[src/rtl/fetch_sequencer.sv]
// fetch_sequencer
// ---------------------------------------------------------------------------
// Program-sequencing front end for the 9-bit-ISA core. Produces the
// instruction address for instr_ROM, runs a req/done handshake, holds a
// runtime-writable jump-target table and a bounded return-address stack.
//
// Parameters:
//   D        program counter width
//   LW       jump-table address width (2**LW entries of D bits)
//   SD       return-stack depth
//   END_ADDR PC value that ends a program
//
// Ports:
//   clk, reset            clock; synchronous active-high reset
//   req                   start request (IDLE and DONE only)
//   stall                 hold PC, ignore all control strobes
//   abs_en/rel_en         absolute / relative jump
//   call_en/ret_en        call through table / return from stack
//   lut_sel, rel_off      jump-table entry, signed relative offset
//   lut_wr_en/addr/data   jump-table write port
//   prog_ctr              registered instruction address
//   running/done/fault    registered state flags
// ---------------------------------------------------------------------------
module fetch_sequencer #(
    parameter int D        = 12,
    parameter int LW       = 3,
    parameter int SD       = 4,
    parameter int END_ADDR = 128
) (
    input  logic          clk,
    input  logic          reset,
    input  logic          req,
    input  logic          stall,
    input  logic          abs_en,
    input  logic          rel_en,
    input  logic          call_en,
    input  logic          ret_en,
    input  logic [LW-1:0] lut_sel,
    input  logic [D-1:0]  rel_off,
    input  logic          lut_wr_en,
    input  logic [LW-1:0] lut_wr_addr,
    input  logic [D-1:0]  lut_wr_data,
    output logic [D-1:0]  prog_ctr,
    output logic          running,
    output logic          done,
    output logic          fault
);

    localparam int CW = $clog2(SD + 1);
    localparam int IW = (SD > 1) ? $clog2(SD) : 1;
    localparam int LN = 2 ** LW;

    localparam logic [D-1:0]  PC_ZERO   = {D{1'b0}};
    localparam logic [D-1:0]  PC_ONE    = D'(1);
    localparam logic [D-1:0]  END_PC    = D'(END_ADDR);
    localparam logic [CW-1:0] CNT_ZERO  = {CW{1'b0}};
    localparam logic [CW-1:0] CNT_ONE   = CW'(1);
    localparam logic [CW-1:0] CNT_FULL  = CW'(SD);

    typedef enum logic [1:0] {
        S_IDLE  = 2'd0,
        S_RUN   = 2'd1,
        S_DONE  = 2'd2,
        S_FAULT = 2'd3
    } state_t;

    state_t          state_r;
    state_t          state_s;
    logic [D-1:0]    pc_r;
    logic [D-1:0]    pc_s;
    logic [CW-1:0]   cnt_r;
    logic [CW-1:0]   cnt_s;
    logic            push_s;
    logic [D-1:0]    lut_r   [LN];
    logic [D-1:0]    stack_r [SD];

    // Candidate action decoded from the strobes; consumed only in RUN.
    logic [D-1:0]    sel_pc_s;
    logic [CW-1:0]   sel_cnt_s;
    logic            sel_push_s;
    logic            sel_fault_s;
    logic [IW-1:0]   top_idx_s;
    logic [IW-1:0]   push_idx_s;
    logic [D-1:0]    push_val_s;

    assign prog_ctr = pc_r;

    // Select the winning control-flow action: ret > call > abs > rel > increment.
    always_comb begin
        sel_pc_s    = pc_r + PC_ONE;
        sel_cnt_s   = cnt_r;
        sel_push_s  = 1'b0;
        sel_fault_s = 1'b0;
        top_idx_s   = IW'(cnt_r - CNT_ONE);
        push_idx_s  = IW'(cnt_r);
        push_val_s  = pc_r + PC_ONE;
        if (ret_en) begin
            if (cnt_r == CNT_ZERO) begin
                sel_fault_s = 1'b1;
            end else begin
                sel_pc_s  = stack_r[top_idx_s];
                sel_cnt_s = cnt_r - CNT_ONE;
            end
        end else if (call_en) begin
            if (cnt_r == CNT_FULL) begin
                sel_fault_s = 1'b1;
            end else begin
                sel_pc_s   = lut_r[lut_sel];
                sel_cnt_s  = cnt_r + CNT_ONE;
                sel_push_s = 1'b1;
            end
        end else if (abs_en) begin
            sel_pc_s = lut_r[lut_sel];
        end else if (rel_en) begin
            // D-bit add wraps modulo 2**D, which is the two's-complement offset.
            sel_pc_s = pc_r + rel_off;
        end else begin
            sel_pc_s = pc_r + PC_ONE;
        end
    end

    // Next-state and next-PC logic for the sequencer FSM.
    always_comb begin
        state_s = state_r;
        pc_s    = pc_r;
        cnt_s   = cnt_r;
        push_s  = 1'b0;
        case (state_r)
            S_IDLE: begin
                pc_s = PC_ZERO;
                if (req) begin
                    state_s = S_RUN;
                end else begin
                    state_s = S_IDLE;
                end
            end
            S_RUN: begin
                if (stall) begin
                    state_s = S_RUN;
                end else if (sel_fault_s) begin
                    // Fault outranks the end check; PC and stack are frozen.
                    state_s = S_FAULT;
                end else if (sel_pc_s == END_PC) begin
                    state_s = S_DONE;
                    pc_s    = END_PC;
                    cnt_s   = sel_cnt_s;
                    push_s  = sel_push_s;
                end else begin
                    state_s = S_RUN;
                    pc_s    = sel_pc_s;
                    cnt_s   = sel_cnt_s;
                    push_s  = sel_push_s;
                end
            end
            S_DONE: begin
                pc_s = END_PC;
                if (req) begin
                    state_s = S_RUN;
                    pc_s    = PC_ZERO;
                    cnt_s   = CNT_ZERO;
                end else begin
                    state_s = S_DONE;
                end
            end
            S_FAULT: begin
                state_s = S_FAULT;
            end
            default: begin
                state_s = S_IDLE;
                pc_s    = PC_ZERO;
                cnt_s   = CNT_ZERO;
            end
        endcase
    end

    // State, PC, stack, jump table and registered status flags.
    always_ff @(posedge clk) begin
        if (reset) begin
            state_r <= S_IDLE;
            pc_r    <= PC_ZERO;
            cnt_r   <= CNT_ZERO;
            running <= 1'b0;
            done    <= 1'b0;
            fault   <= 1'b0;
            for (int i = 0; i < LN; i++) begin
                lut_r[i] <= PC_ZERO;
            end
            for (int i = 0; i < SD; i++) begin
                stack_r[i] <= PC_ZERO;
            end
        end else begin
            state_r <= state_s;
            pc_r    <= pc_s;
            cnt_r   <= cnt_s;
            running <= (state_s == S_RUN);
            done    <= (state_s == S_DONE);
            fault   <= (state_s == S_FAULT);
            if (push_s) begin
                stack_r[push_idx_s] <= push_val_s;
            end
            // Table writes are independent of state and stall; reads in the
            // same cycle see the previous contents.
            if (lut_wr_en) begin
                lut_r[lut_wr_addr] <= lut_wr_data;
            end
        end
    end

endmodule

[config.mk]
export PLATFORM = sky130hd
export DESIGN_NAME = fetch_sequencer
export DESIGN_NICKNAME = d
export VERILOG_FILES = /design/src/rtl/fetch_sequencer.sv
export SDC_FILE = /design/constraint.sdc
export NUM_CORES = 1
export LEC_CHECK = 0
export CAP_MARGIN = 20
export CELL_PAD_IN_SITES_DETAIL_PLACEMENT = 1
export CELL_PAD_IN_SITES_GLOBAL_PLACEMENT = 1
export CORE_UTILIZATION = 53
export CTS_BUF_LIST = sky130_fd_sc_hd__clkbuf_16
export DETAILED_ROUTE_END_ITERATION = 12
export DONT_BUFFER_PORTS = 1
export PLACE_DENSITY = 0.86
export SYNTH_ARGS = -nofsm -noshare
export SYNTH_HDL_FRONTEND = slang
export SYNTH_SLANG_ARGS = --single-unit
[constraint.sdc]
create_clock -name clk -period 3.85 [get_ports clk]
set_clock_uncertainty 0.15 [all_clocks]
set_input_delay 0.385 -clock clk [delete_from_list [all_inputs] [get_ports clk]]
set_output_delay 0.385 -clock clk [all_outputs]
set_load 0.03 [all_outputs]
==> impl_metrics.env <==
export IMPL_antenna_cells=0
export IMPL_die_area_sq_um=16620
export IMPL_cts_htree_levels=4
export IMPL_postCtsHoldBufs=13
export IMPL_coreArea_sq_um=15830
export IMPL_min_path_cells=1
export IMPL_n_fill_cell=1575
export IMPL_grt_max_degree=25
export IMPL_finalCriticalPeriod_ns=3.391
export IMPL_vias_per_cell=6.190
export IMPL_syn_area_sq_um=8536
export IMPL_tightest_slew_ns=0.7349
export IMPL_synth_most_common_cell="edfxtp_1"
export IMPL_ys_top_cells_by_count="edfxtp_1, and2_1, nor2_1"
export IMPL_antenna_found_initial=0
export IMPL_top_layer="met4"
export IMPL_tns_ns=0
export IMPL_yosysSeqAreaShare=0.5535
export IMPL_wl_met2_mm=12.65
export IMPL_crit_path_end_kind="flop"
export IMPL_ant_nets=0
export IMPL_max_freq_mhz=294.9
export IMPL_rr_endpoint="done"
export IMPL_synth_top_cell_area_share=0.5066
export IMPL_ys_flop_type="edfxtp_1"
export IMPL_worst_path_buf_inv=0
export IMPL_place_congestion=0.8993
export IMPL_cts_resized_gates=0
export IMPL_synth_edff_count=144
export IMPL_hp_start="lut_wr_data[5]"
export IMPL_worstHoldEndpoint="lut_r[4][5]"
export IMPL_grt_pass1_vias=6247
export IMPL_status="finished, final reports clean"
export IMPL_hp_class="primary input to flop"
export IMPL_synthCells=682
export IMPL_wl_met3_mm=1.190
export IMPL_synth_distinct_cells=61
export IMPL_ys_ff_latch=164
export IMPL_grt_pass1_wl_mm=35.79
export IMPL_nets=759
export IMPL_pin_count=54
export IMPL_setup_viol=0
export IMPL_post_cts_buffers=0
export IMPL_synthTopCellsByArea="edfxtp_1, mux4_2, and2_1"
export IMPL_dpl_hpwl_mm=16.02
export IMPL_root_buffer="clkbuf_16"
export IMPL_crit_top_cell="a211oi_1"
export IMPL_leakage_uw=0.003443
export IMPL_grt_usage=0.3029
export IMPL_yosysWarnings=0
export IMPL_hold_viol=0
export IMPL_die_w_um=128.9
export IMPL_wl_per_cell_um=25.39
export IMPL_cts_buffer_depth=2
export IMPL_slew_viol_final=0
export IMPL_r2r_start="prog_ctr[0]"
export IMPL_dr_pass1_iters=5
export IMPL_instances_no_fill=928
export IMPL_regArea_sq_um=4725
export IMPL_wirelength_mm=23.56
export IMPL_async_reset_ff_frac=0
export IMPL_initial_core_util=0.5393
export IMPL_cts_sinks=164
export IMPL_crit_family="compound AO/OA/AOI/OAI gates"
export IMPL_clock_latency_ns=0.44
export IMPL_critPathMaxFanout=3
export IMPL_rsz0062_at_grt="no"
export IMPL_critPathKind="flop to flop"
export IMPL_timing_final_crit_share=0.8807
export IMPL_syn_avg_cell_area_sq_um=12.52
export IMPL_core_rowCount=46
export IMPL_relSlewSlack=0.5085
export IMPL_power_density_nw_per_um2=451.6
export IMPL_startpoint_type="flop"
export IMPL_drv_cap=0
export IMPL_cp_slowest_cell="a2111oi_0"
export IMPL_drive_above_1_share=0.1461
export IMPL_cp_cell_sequence="ha_1 > fa_1 > a211oi_1 > o21bai_1 > a2111oi_0 > or4_1 > nand4_1 > a211oi_1 > a31oi_1 > a21oi_1"
export IMPL_cts_tree="done"
export IMPL_crit_arrival_ns=3.60
export IMPL_synth_nets=742
export IMPL_irDropWorstVdd_uv=343.3
export IMPL_route_vias_total=5744
export IMPL_clk_pin_slew_worst_paths_ns=0.07
export IMPL_die_h_um=128.9
export IMPL_multi_input_area_sq_um=3610
export IMPL_grt_overflow=0
export IMPL_port_buffers=0
export IMPL_required_ns=4.06
export IMPL_met1Wirelength_mm=8.946
export IMPL_rrSetupSlack_ns=0.46
export IMPL_drc=0
export IMPL_place_inst=882
export IMPL_critical_path_max_stage_delay_ns=0.67
export IMPL_cts_made_buffers=17
export IMPL_reg2regPathDepth=10
export IMPL_dr_first_iter_drc_count=391
export IMPL_yosys_area_top_type="edfxtp_1"
export IMPL_synthToLayoutAreaGrowth_pct=11.77
==> flip-flops by register name, summed over array words and instances, names as in the netlist <==
name / cells
prog_ctr: 12
cnt_r: 3
done: 1
running: 1
stack_r: 48
lut_r: 96
state_r: 2
fault: 1
==> per-stage QoR <==
| stage | hold slack, ns | utilization | area (sq um) | setup slack (ns) | total power, uW |
|---|---|---|---|---|---|
| 2_1_floorplan | 0.3281 | - | 8536 | 0.7899 | 2400 |
| 3_3_place_gp | 0.3097 | 0.5550 | 8785 | 0.5907 | 2483 |
| 3_5_place_dp | 0.3103 | 0.5550 | 8785 | 0.5026 | 2514 |
| 4_1_cts | 0.0001574 | 0.6021 | 9530 | 0.5069 | 4322 |
| 5_1_grt | 0.002111 | 0.6028 | 9540 | 0.2572 | 4412 |
| 6_report | 0.01382 | 0.6028 | 9540 | 0.4592 | 4308 |
==> layout make-up <==
class	instances	area share
Inverter	10	0.003934
Clock buffer	17	0.04459
Clock inverter	15	0.01993
Multi-Input combinational cell	473	0.3784
Sequential cell	164	0.4952
Tap cell	216	0.02833
Timing Repair Buffer	33	0.02964
==> worst max path at each step <==
| stage | from | endpoint | slack (ns) | depth (start not counted) |
|---|---|---|---|---|
| 2_1_floorplan | cnt_r[0] | state_r[0] | 0.79 | 11 |
| 3_3_place_gp | rel_off[0] | fault | 0.59 | 10 |
| 3_5_place_dp | rel_off[0] | done | 0.50 | 10 |
| 4_1_cts | prog_ctr[0] | done | 0.51 | 10 |
| 5_1_grt | prog_ctr[0] | done | 0.26 | 10 |
| 6_report | prog_ctr[0] | done | 0.46 | 10 |
==> placed cells by master (no fill, tap or decap), types with 10 or more instances in the layout <==
cell type,count
nand2_1,27
mux2i_1,12
clkbuf_16,17
o21ai_0,14
dlygate4sd3_1,14
buf_4,19
a21oi_1,27
mux4_2,30
and2_1,104
or2_2,13
dfxtp_1,20
xor2_1,10
inv_1,13
nor2_1,87
ha_1,20
edfxtp_1,144
==> layer usage <==
layer,up-vias,GRT usage
met2,180,0.5498
met4,0,0.1370
met3,58,0.07651
li1,2561,-
met1,2945,0.3341
met5,-,0
==> power breakdown <==
group,internal (uW),switching (uW),leakage [uW]
clock,1080,724,0.000303
sequential,2020,36.2,0.00158
combinational,191,255,0.00156
==> cells by family after synthesis <==
group	Yosys count	synth area share
AND/OR/NAND/NOR	298	0.1903
flip-flops	164	0.5535
AO/OA/AOI/OAI	87	0.06772
multiplexers	50	0.1143
buffers and inverters	45	0.02507
adder cells (fa/ha/maj)	21	0.03166
XOR/XNOR	17	0.01744
Power figures use the tool's default switching activity.
